### src/rtl/memtrace_lane_serializer_if.sv
// Bus bundle between the memory-trace blackbox, the lane serializer and the
// downstream request consumer. master = serializer side, slave = environment side.
interface memtrace_lane_serializer_if #(
  parameter int unsigned NUM_LANES = 4
);
  localparam int unsigned LANE_ID_W = (NUM_LANES > 1) ? $clog2(NUM_LANES) : 1;

  logic [63:0]             trace_read_cycle;
  logic                    trace_read_ready;
  logic [NUM_LANES-1:0]    trace_read_valid;
  logic [64*NUM_LANES-1:0] trace_read_address;
  logic [NUM_LANES-1:0]    trace_read_is_store;
  logic [8*NUM_LANES-1:0]  trace_read_size;
  logic [64*NUM_LANES-1:0] trace_read_data;
  logic                    trace_read_finished;

  logic                    req_valid;
  logic                    req_ready;
  logic [LANE_ID_W-1:0]    req_lane;
  logic [63:0]             req_address;
  logic                    req_is_store;
  logic [7:0]              req_size;
  logic [63:0]             req_data;

  logic                    done;

  modport master (
    output trace_read_cycle, trace_read_ready,
    input  trace_read_valid, trace_read_address, trace_read_is_store,
    input  trace_read_size, trace_read_data, trace_read_finished,
    output req_valid, req_lane, req_address, req_is_store, req_size, req_data,
    input  req_ready,
    output done
  );

  modport slave (
    input  trace_read_cycle, trace_read_ready,
    output trace_read_valid, trace_read_address, trace_read_is_store,
    output trace_read_size, trace_read_data, trace_read_finished,
    input  req_valid, req_lane, req_address, req_is_store, req_size, req_data,
    output req_ready,
    input  done
  );
endinterface

### src/rtl/memtrace_lane_serializer.sv
// Captures one multi-lane trace line per fetch and issues one request per valid
// lane, lowest first. Optional alignment monitor enabled by MEMTRACE_ALIGN_CHECK_EN.
module memtrace_lane_serializer #(
  parameter int unsigned NUM_LANES = 4
) (
  input  logic                       clock,
  input  logic                       reset,
  memtrace_lane_serializer_if.master bus
`ifdef MEMTRACE_ALIGN_CHECK_EN
  ,
  output logic                       req_misaligned,
  output logic [31:0]                misaligned_count
`endif
);

  localparam int unsigned LANE_ID_W = (NUM_LANES > 1) ? $clog2(NUM_LANES) : 1;

  typedef enum logic [2:0] {
    IDLE  = 3'd0,
    FETCH = 3'd1,
    LOAD  = 3'd2,
    DRAIN = 3'd3,
    DONE  = 3'd4
  } state_t;

  state_t               r_state;
  logic [63:0]          r_cycle;
  logic                 r_ready;
  logic                 r_req_valid;
  logic                 r_done;
  logic                 r_fin;
  logic [NUM_LANES-1:0] r_pending;
  logic [63:0]          r_addr  [NUM_LANES];
  logic [63:0]          r_data  [NUM_LANES];
  logic [7:0]           r_size  [NUM_LANES];
  logic [NUM_LANES-1:0] r_store;

  logic [LANE_ID_W-1:0] w_sel;
  logic [NUM_LANES-1:0] w_onehot;
  logic [NUM_LANES-1:0] w_pending_clr;
  logic                 w_hs;

  // Lowest pending lane wins; scanning downward leaves the lowest index last.
  always_comb begin
    w_sel = '0;
    for (int i = int'(NUM_LANES) - 1; i >= 0; i--) begin
      if (r_pending[i]) w_sel = LANE_ID_W'(i);
    end
  end

  assign w_onehot      = NUM_LANES'(1) << w_sel;
  assign w_pending_clr = r_pending & ~w_onehot;
  assign w_hs          = r_req_valid & bus.req_ready;

  always_ff @(posedge clock or posedge reset) begin
    if (reset) begin
      r_state     <= IDLE;
      r_cycle     <= '0;
      r_ready     <= 1'b0;
      r_req_valid <= 1'b0;
      r_done      <= 1'b0;
      r_fin       <= 1'b0;
      r_pending   <= '0;
      r_store     <= '0;
      for (int g = 0; g < int'(NUM_LANES); g++) begin
        r_addr[g] <= '0;
        r_data[g] <= '0;
        r_size[g] <= '0;
      end
    end else begin
      case (r_state)
        IDLE: begin
          r_state <= FETCH;
          r_ready <= 1'b1;
        end
        FETCH: begin
          r_ready <= 1'b0;
          r_cycle <= r_cycle + 64'd1;
          r_state <= LOAD;
        end
        LOAD: begin
          for (int g = 0; g < int'(NUM_LANES); g++) begin
            r_addr[g] <= bus.trace_read_address[64*g +: 64];
            r_data[g] <= bus.trace_read_data[64*g +: 64];
            r_size[g] <= bus.trace_read_size[8*g +: 8];
          end
          r_store   <= bus.trace_read_is_store;
          r_pending <= bus.trace_read_valid;
          if (|bus.trace_read_valid) begin
            r_fin       <= bus.trace_read_finished;
            r_req_valid <= 1'b1;
            r_state     <= DRAIN;
          end else if (bus.trace_read_finished) begin
            r_done  <= 1'b1;
            r_state <= DONE;
          end else begin
            r_ready <= 1'b1;
            r_state <= FETCH;
          end
        end
        DRAIN: begin
          if (w_hs) begin
            r_pending <= w_pending_clr;
            if (w_pending_clr == '0) begin
              r_req_valid <= 1'b0;
              if (r_fin) begin
                r_done  <= 1'b1;
                r_state <= DONE;
              end else begin
                r_ready <= 1'b1;
                r_state <= FETCH;
              end
            end
          end
        end
        DONE: begin
          r_state <= DONE;
        end
        default: begin
          r_state <= IDLE;
        end
      endcase
    end
  end

  assign bus.trace_read_cycle = r_cycle;
  assign bus.trace_read_ready = r_ready;
  assign bus.req_valid        = r_req_valid;
  assign bus.done             = r_done;

  // Payload is a pure mux of the captured line, so it cannot move while stalled.
  assign bus.req_lane     = w_sel;
  assign bus.req_address  = r_addr[w_sel];
  assign bus.req_is_store = r_store[w_sel];
  assign bus.req_size     = r_size[w_sel];
  assign bus.req_data     = r_data[w_sel];

`ifdef MEMTRACE_ALIGN_CHECK_EN
  logic [5:0]  w_mask;
  logic        w_misaligned;
  logic [31:0] r_mis_cnt;

  // Sizes of 64 bytes and above only look at the low six address bits.
  always_comb begin
    w_mask = '0;
    if (bus.req_size >= 8'd6) w_mask = 6'h3F;
    else                      w_mask = 6'((7'd1 << bus.req_size[2:0]) - 7'd1);
  end

  assign w_misaligned = r_req_valid & (|(bus.req_address[5:0] & w_mask));

  always_ff @(posedge clock or posedge reset) begin
    if (reset) begin
      r_mis_cnt <= '0;
    end else if (w_hs && w_misaligned && (r_mis_cnt != 32'hFFFF_FFFF)) begin
      r_mis_cnt <= r_mis_cnt + 32'd1;
    end
  end

  assign req_misaligned   = w_misaligned;
  assign misaligned_count = r_mis_cnt;
`endif

endmodule

### src/flat_wrapper.sv
// flat-port wrapper written by rule: the top's interface ports become plain ports
module memtrace_lane_serializer_flat 
#(
  parameter int unsigned NUM_LANES = 4
)
  (clock, reset, bus_trace_read_cycle, bus_trace_read_ready, bus_trace_read_valid, bus_trace_read_address, bus_trace_read_is_store, bus_trace_read_size, bus_trace_read_data, bus_trace_read_finished, bus_req_valid, bus_req_lane, bus_req_address, bus_req_is_store, bus_req_size, bus_req_data, bus_req_ready, bus_done);
  memtrace_lane_serializer_if #(.NUM_LANES(NUM_LANES)) bus_i ();
  input  logic clock;
  input  logic reset;
  output wire logic [$bits(bus_i.trace_read_cycle)-1:0] bus_trace_read_cycle;
  output wire logic [$bits(bus_i.trace_read_ready)-1:0] bus_trace_read_ready;
  input wire logic [$bits(bus_i.trace_read_valid)-1:0] bus_trace_read_valid;
  input wire logic [$bits(bus_i.trace_read_address)-1:0] bus_trace_read_address;
  input wire logic [$bits(bus_i.trace_read_is_store)-1:0] bus_trace_read_is_store;
  input wire logic [$bits(bus_i.trace_read_size)-1:0] bus_trace_read_size;
  input wire logic [$bits(bus_i.trace_read_data)-1:0] bus_trace_read_data;
  input wire logic [$bits(bus_i.trace_read_finished)-1:0] bus_trace_read_finished;
  output wire logic [$bits(bus_i.req_valid)-1:0] bus_req_valid;
  output wire logic [$bits(bus_i.req_lane)-1:0] bus_req_lane;
  output wire logic [$bits(bus_i.req_address)-1:0] bus_req_address;
  output wire logic [$bits(bus_i.req_is_store)-1:0] bus_req_is_store;
  output wire logic [$bits(bus_i.req_size)-1:0] bus_req_size;
  output wire logic [$bits(bus_i.req_data)-1:0] bus_req_data;
  input wire logic [$bits(bus_i.req_ready)-1:0] bus_req_ready;
  output wire logic [$bits(bus_i.done)-1:0] bus_done;
  assign bus_trace_read_cycle = bus_i.trace_read_cycle;
  assign bus_trace_read_ready = bus_i.trace_read_ready;
  assign bus_i.trace_read_valid = bus_trace_read_valid;
  assign bus_i.trace_read_address = bus_trace_read_address;
  assign bus_i.trace_read_is_store = bus_trace_read_is_store;
  assign bus_i.trace_read_size = bus_trace_read_size;
  assign bus_i.trace_read_data = bus_trace_read_data;
  assign bus_i.trace_read_finished = bus_trace_read_finished;
  assign bus_req_valid = bus_i.req_valid;
  assign bus_req_lane = bus_i.req_lane;
  assign bus_req_address = bus_i.req_address;
  assign bus_req_is_store = bus_i.req_is_store;
  assign bus_req_size = bus_i.req_size;
  assign bus_req_data = bus_i.req_data;
  assign bus_i.req_ready = bus_req_ready;
  assign bus_done = bus_i.done;
  memtrace_lane_serializer #(.NUM_LANES(NUM_LANES)) u_core (.clock(clock), .reset(reset), .bus(bus_i));
endmodule
### config.mk
export PLATFORM = sky130hd
export DESIGN_NAME = memtrace_lane_serializer_flat
export DESIGN_NICKNAME = d
export VERILOG_FILES = /design/src/rtl/memtrace_lane_serializer_if.sv /design/src/rtl/memtrace_lane_serializer.sv /design/src/flat_wrapper.sv
export SDC_FILE = /design/constraint.sdc
export NUM_CORES = 1
export LEC_CHECK = 0
export ABC_CLOCK_PERIOD_IN_PS = 27900
export BUFFER_PORTS_ARGS = -buffer_cell sky130_fd_sc_hd__buf_2
export CAP_MARGIN = 5
export CORE_AREA = 2 2 298 300
export DETAILED_ROUTE_END_ITERATION = 7
export DIE_AREA = 0 0 300 302
export GPL_TIMING_DRIVEN = 0
export PLACE_DENSITY = 0.57
export SLEW_MARGIN = 20
export SYNTH_ARGS = -nofsm -noshare
export SYNTH_HDL_FRONTEND = slang
export SYNTH_SLANG_ARGS = --single-unit
### constraint.sdc
create_clock -name clock -period 27.9 [get_ports clock]
set_clock_uncertainty 0.15 [all_clocks]
set_input_delay 4.185 -clock clock [delete_from_list [all_inputs] [get_ports clock]]
set_output_delay 4.185 -clock clock [all_outputs]
set_load 0.02 [all_outputs]
==> summary.txt, run 1 <==
Run status
  • Status: complete, no violations

Critical path
  • Startpoint types: flip-flop
  • Most common cell on crit path: buf_2
  • WS Path Type: reg -> out
  • Top delay family on crit path: buffers and inverters
  • R2r worst-path depth: 7
  • WP data arrival: 4.22 ns
  • CP Cell Sequence: nor2b_1, o21ai_1, clkbuf_2, buf_2, mux2i_1, o21ai_0, buf_2
  • CP max stage delay: 0.95 ns
  • Worst path required time: 23.57 ns
  • Slowest-stage cell, CP: o21ai_0
  • CP Max Fanout: 10
  • R2r setup slk: 24.51 ns
  • Setup crit end kind: output port
  • R2R Path End: u_core.r_data[200]
  • Bufs and invs on worst path: 3
  • RR Startpoint: u_core.r_state[2]

GRT
  • Initial antenna violation count: 70
  • Total gr overflow: 0
  • Largest net degree at the start of global routing: just under 100
  • Total Routing Usage GR: 0.211
  • Global-route wire length before repair: 141 mm
  • Vias in the first global route: 20800

Clocking
  • Root buf cell: clkbuf_16
  • # Post-CTS Setup Buffers: 0
  • CTS Sinks: 623
  • Clk slew on worst S/H paths: around 0.06 ns
  • Hold Buf Count CTS: 0
  • H-tree levels: 3
  • Clock buffer depth: 3
  • PostCTS Resize Cnt: 0
  • CTS buffer count: 74
  • Worst skew pair latency: 0.63 ns
  • CTS tree: done

Die
  • Die X: 300 um
  • Full die area: between 90000 and 100000 um2
  • Initial Util: 0.309
  • Core Region: 87600 um2
  • Cell Rows: 109
  • Chip height: approximately 300 um
  • IO Pins: 762

STA
  • Slew Viols, Final: 0
  • Setup violators final: 0
  • Rel. slew slack: 0.181
  • Period minus WS final: 8.56 ns
  • Slew of the pin with the lowest slew margin: 1.22 ns
  • Fin crit share: 0.307
  • Final hold vios: 0
  • Unrepaired setup endpoints after global routing: false
  • FMAX: 117 MHz

Synthesis
  • Yosys reg bits: 623
  • Synth async-reset ratio: 1.00
  • Yosys top cell by area: dfrtp_1
  • Synth Instances: a little under 2000
  • Top cells by count, synth: dfrtp_1, mux2_2, o21ai_0
  • Top FF cell, synth: dfrtp_1
  • Ys Warns: 0
  • Synth cell types: 47
  • Avg Synthesized Cell Area: 13.8 um2
  • Post-Synthesis Cell Area: 27100 um2
  • Seq/Total Area, Yosys: 0.576
  • Syn Nets: 2520
  • Number of flops mapped to enable cells by yosys: 0
  • Post-synth top area share: 0.576
  • Main area contributors after synthesis: dfrtp_1, mux2_2, mux2i_1
  • Count leader, synth: dfrtp_1

Flow run
  • Max cap viols: 0

Detailed routing
  • DRT Pass-1 Iters: 5
  • Drt wl/cell: approximately 24 um
  • Final ANT Viol Nets: 0
  • DRC: 0
  • DRC marker count from the first detailed-route iteration: 1022
  • Drt total wl: 98.7 mm
  • Vias per cell: 4.90
  • Via count: ~20000

Worst hold path
  • Worst Hold Path EP: u_core.bus.trace_read_cycle[62]
  • HP Class: reg -> reg
  • Hold path startpoint: u_core.bus.trace_read_cycle[62]
  • Hold Path Stages: 1

Place
  • Port bufs: between 700 and 800
  • DP Area: ~33000 um2
  • Placer Congestion: 0.816
  • Dpl cells: 3897
  • Half-perimeter wire length after placement: between 70 and 80 mm

Layout
  • Area grow syn2layout: 29.9%
  • Final Cell Area: 35200 um2
  • Fillers: about 8600
  • Nets: 3365
  • Final Non-Filler Cells: 4064
  • Share of layout cells above drive strength 1: 0.533

Power and ir drop
  • Pleak: 0.0163 uW
  • Pwr Density: 138 nW/um2
  • VDD IR max: 0.0000719 V
[cell type report]
type,count,area [um2],share of cell area
Timing Repair Buffer,769,4020,0.114
Inverter,7,33.8,0.000961
Clock inverter,26,369,0.0105
Sequential cell,623,15600,0.443
Tap cell,1165,1460,0.0415
Multi-Input combinational cell,1205,10900,0.310
Clock buffer,108,2130,0.0606
Antenna cell,33,82.6,0.00235
Buffer,128,587,0.0167
[logic make-up after synthesis]
family	count (synthesis)	synth area share
flops	623	0.576
simple gates	155	0.0319
compound gates	299	0.0697
xor+xnor	63	0.0204
fa+ha+maj	1	0.000462
mux	687	0.279
buf+inv	135	0.0224
[power breakdown]
group | switching, uW | leakage (uW) | total, uW | internal, uW
Clock | 415 | 0.00122 | 991 | 576
Sequential | 233 | 0.00741 | 1570 | 1340
Combinational | 1310 | 0.00769 | 2280 | 971
[how the worst max path moves through the flow]
stage | from | end | slack, ns | cells after the start
after floorplan | reset | u_core.bus.done | 6.12 | 1
after global placement | reset | u_core.r_addr[169] | -2.18 | 2
after detailed placement | u_core.r_pending[3] | bus_req_size[4] | 19.93 | 7
after CTS | u_core.r_pending[3] | bus_req_size[4] | 19.22 | 7
after global routing | u_core.r_pending[3] | bus_req_size[4] | 19.19 | 7
final | u_core.r_pending[3] | bus_req_size[4] | 19.34 | 7
[metal layers]
layer / part of all wire / up-vias / track usage
li1: - / 8929 / -
met4: 0.026 / 52 / 0.0676
met1: 0.40 / 10100 / 0.254
met3: 0.075 / 206 / 0.0674
met5: 0.0029 / - / 0
met2: 0.50 / 606 / 0.359
[through the flow]
stage / hold slack, ns / worst slack, ns / total power [uW] / util / setup TNS [ns]
4_1_cts: 0.349 / 19.22 / 4900 / 0.401 / 0
2_1_floorplan: 0.330 / 6.12 / 3040 / - / 0
5_1_grt: 0.361 / 19.19 / 5110 / 0.401 / 0
6_report: 0.340 / 19.34 / 4840 / 0.402 / 0
3_3_place_gp: 0.325 / -2.18 / 3860 / 0.369 / -1303.90
3_5_place_dp: 0.341 / 19.93 / 3890 / 0.372 / 0
[state kept, by name, summed over array words and instances, names as in the netlist, 3 cells and up]
name	count
u_core.r_data	256
u_core.bus.trace_read_cycle	64
u_core.r_state	3
u_core.r_size	32
u_core.r_store	4
u_core.r_pending	4
u_core.r_addr	256
[placed cells by master (no fill, tap or decap), drive strengths merged, types with 11 or more instances in the layout]
cell	Yosys	final
mux2	550	550
clkinv	0	18
nor2	28	28
nand4	23	23
xor2	34	34
buf	81	850
diode	0	33
and3	12	12
mux2i	137	137
a22oi	137	137
nand3	22	22
o21ai	143	143
nor3	16	16
nor4	11	11
dfrtp	623	623
xnor2	29	29
nand2	29	29
clkbuf	47	155
Power figures use the tool's default switching activity.
==> run 2, diff against run 1 <==
- ABC_CLOCK_PERIOD_IN_PS: 27900 -> 8050
- clock period: 27.9 -> 8.05 ns (I/O delays scaled with it)
==> summary.txt, run 2 (synthesis gave the netlist of run 1 again) <==
Run status
  • Status: complete, no violations

GRT
  • Global-route wire length before repair: 143 mm (+1.7%)
  • Total Routing Usage GR: 0.215 (+0.00398)
  • Largest net degree at the start of global routing: 34 (-66%)
  • Vias in the first global route: 20800 (+0.37%)
  • Total gr overflow: 0 (unchanged)
  • Initial antenna violation count: 68 (-2.9%)

Clocking
  • Hold Buf Count CTS: 0 (unchanged)
  • Root buf cell: clkbuf_16
  • PostCTS Resize Cnt: 0 (unchanged)
  • H-tree levels: 3 (unchanged)
  • CTS tree: done
  • Clk slew on worst S/H paths: 0.06 ns (about the same)
  • # Post-CTS Setup Buffers: 0 (unchanged)
  • Clock buffer depth: 3 (unchanged)
  • CTS buffer count: 75 (+1.4%)
  • CTS Sinks: 623 (unchanged)
  • Worst skew pair latency: 0.61 ns (-0.02 ns)

STA
  • Fin crit share: 0.670
  • FMAX: 185 MHz
  • Setup violators final: 0 (unchanged)
  • Slew of the pin with the lowest slew margin: 1.04 ns (-0.177 ns)
  • Period minus WS final: 5.40 ns
  • Unrepaired setup endpoints after global routing: false
  • Slew Viols, Final: 0 (unchanged)
  • Final WS setup: 2.65 ns (-16.69 ns)
  • Min Hold Slack: 0.323 ns (-0.0164 ns)
  • Rel. slew slack: 0.307 (+0.126)
  • Final hold vios: 0 (unchanged)

Layout
  • Share of layout cells above drive strength 1: 0.535 (+0.00136)
  • Final Non-Filler Cells: 4079 (+0.37%)
  • Commonest non-fill, non-tap cell in the layout: buf_2
  • Final Cell Area: 35400 um2 (+0.73%)
  • Area grow syn2layout: 30.8%
  • Most frequent cells in the layout: buf_2, dfrtp_1, mux2_2
  • Nets: 3382 (+0.51%)

Critical path
  • R2r setup slk: 4.78 ns (-19.73 ns)
  • CP Cell Sequence: nor4b_2, clkbuf_2, clkbuf_1, a22oi_1, o21ai_0, buf_2
  • R2r worst-path depth: 7 (unchanged)
  • Setup crit end kind: output port
  • R2R Path End: u_core.r_addr[62]
  • Startpoint types: flip-flop
  • WP data arrival: 4.04 ns (-0.18 ns)
  • CP max stage delay: 0.72 ns (-0.23 ns)
  • Worst path required time: 6.69 ns (-16.88 ns)
  • CP Max Fanout: 11 (+1)
  • WS Path Type: reg -> out
  • RR Startpoint: u_core.r_state[2]
  • Slowest-stage cell, CP: clkbuf_1

Die
  • Initial Util: 0.309 (unchanged)
  • IO Pins: 762 (unchanged)
  • Die X: 300 um (unchanged)
  • Full die area: 90600 um2 (unchanged)
  • Core Region: 87600 um2 (unchanged)
  • Cell Rows: 109 (unchanged)
  • Chip height: 302 um (unchanged)

Detailed routing
  • Final ANT Viol Nets: 0 (unchanged)
  • Via count: 19900 (+0.17%)
  • DRC: 0 (unchanged)
  • DRT Pass-1 Iters: 7 (+2)
  • Drt wl/cell: 24.5 um (+0.84%)
  • Vias per cell: 4.89 (-0.20%)
  • Drt total wl: 99.9 mm (+1.2%)
  • DRC marker count from the first detailed-route iteration: 1033 (+1.1%)

Power and ir drop
  • Pleak: 0.0164 uW (+0.70%)
  • Pwr Density: 474 nW/um2 (+240%)
  • VDD IR max: 0.000309 V (+330%)
  • Power Total: 16800 uW (+250%)

Place
  • Port bufs: 761 (unchanged)
  • Placer Congestion: 0.843 (+3.4%)
  • Half-perimeter wire length after placement: 76.9 mm (+2.5%)
  • Dpl cells: 3913 (+0.41%)
  • DP Area: 32900 um2 (+0.88%)
  • Place WS: 2.76 ns (-17.17 ns)

Flow run
  • Max cap viols: 0 (unchanged)

Worst hold path
  • Hold Path Stages: 1 (unchanged)
  • HP Class: reg -> reg
  • Hold path startpoint: u_core.bus.trace_read_cycle[63]
  • Worst Hold Path EP: u_core.bus.trace_read_cycle[63]
[run 2: changes by cell type in the layout (fill, tap and decap cells not counted), sizes merged]
cell and delta:
clkbuf +2, clkinvlp +1, inv -3, clkinv +1
diode -2, buf +16
[run 2: how the worst max path moves through the flow]
stage                   startpoint                 end
2_1_floorplan                reset     u_core.bus.done
3_3_place_gp                 reset  u_core.r_addr[232]
3_5_place_dp   u_core.r_pending[1]     bus_req_size[5]
4_1_cts        u_core.r_pending[1]     bus_req_size[5]
5_1_grt        u_core.r_pending[1]     bus_req_size[5]
6_report       u_core.r_pending[1]     bus_req_size[4]
[run 2: area by class of cell]
cell class	count	area (um2)
fillers	8514	52100
multi-input cells	1205	10900
clock inverters	25	325
clock buffers	110	2140
diodes	31	77.6
plain buffers	128	587
well taps	1165	1460
repair buffers	785	4320
inverters	7	30.0
flip-flops and latches	623	15600
[run 2: where the power goes]
group	total [uW]	internal (uW)	leakage (uW)	switching [uW]
sequential	5450	4630	0.00741	820
clock	3420	1990	0.00120	1430
combinational	7910	3370	0.00783	4530
total	16800	10000	0.0164	6790
[run 2: critical path, delay by kind of cell (launching register included)]
family                 cells  cell delay [ns]
DFF                        1             0.46
and+or+nand+nor            1             0.54
AOI/OAI and AO/OA          2             0.78
buffers and inverters      3             1.65
[run 2: per-layer routing]
layer | share of wire | track usage
met2 | 0.50 | 0.367
met5 | 0.0030 | 0
met3 | 0.071 | 0.0661
met4 | 0.023 | 0.0650
met1 | 0.40 | 0.261
[run 2: through the flow]
| step | utilization | setup TNS, ns |
|---|---|---|
| 2_1_floorplan | - | -1129.15 |
| 3_3_place_gp | 0.369 | -3812.17 |
| 3_5_place_dp | 0.375 | 0 |
| 4_1_cts | 0.404 | 0 |
| 5_1_grt | 0.404 | 0 |
| 6_report | 0.404 | 0 |
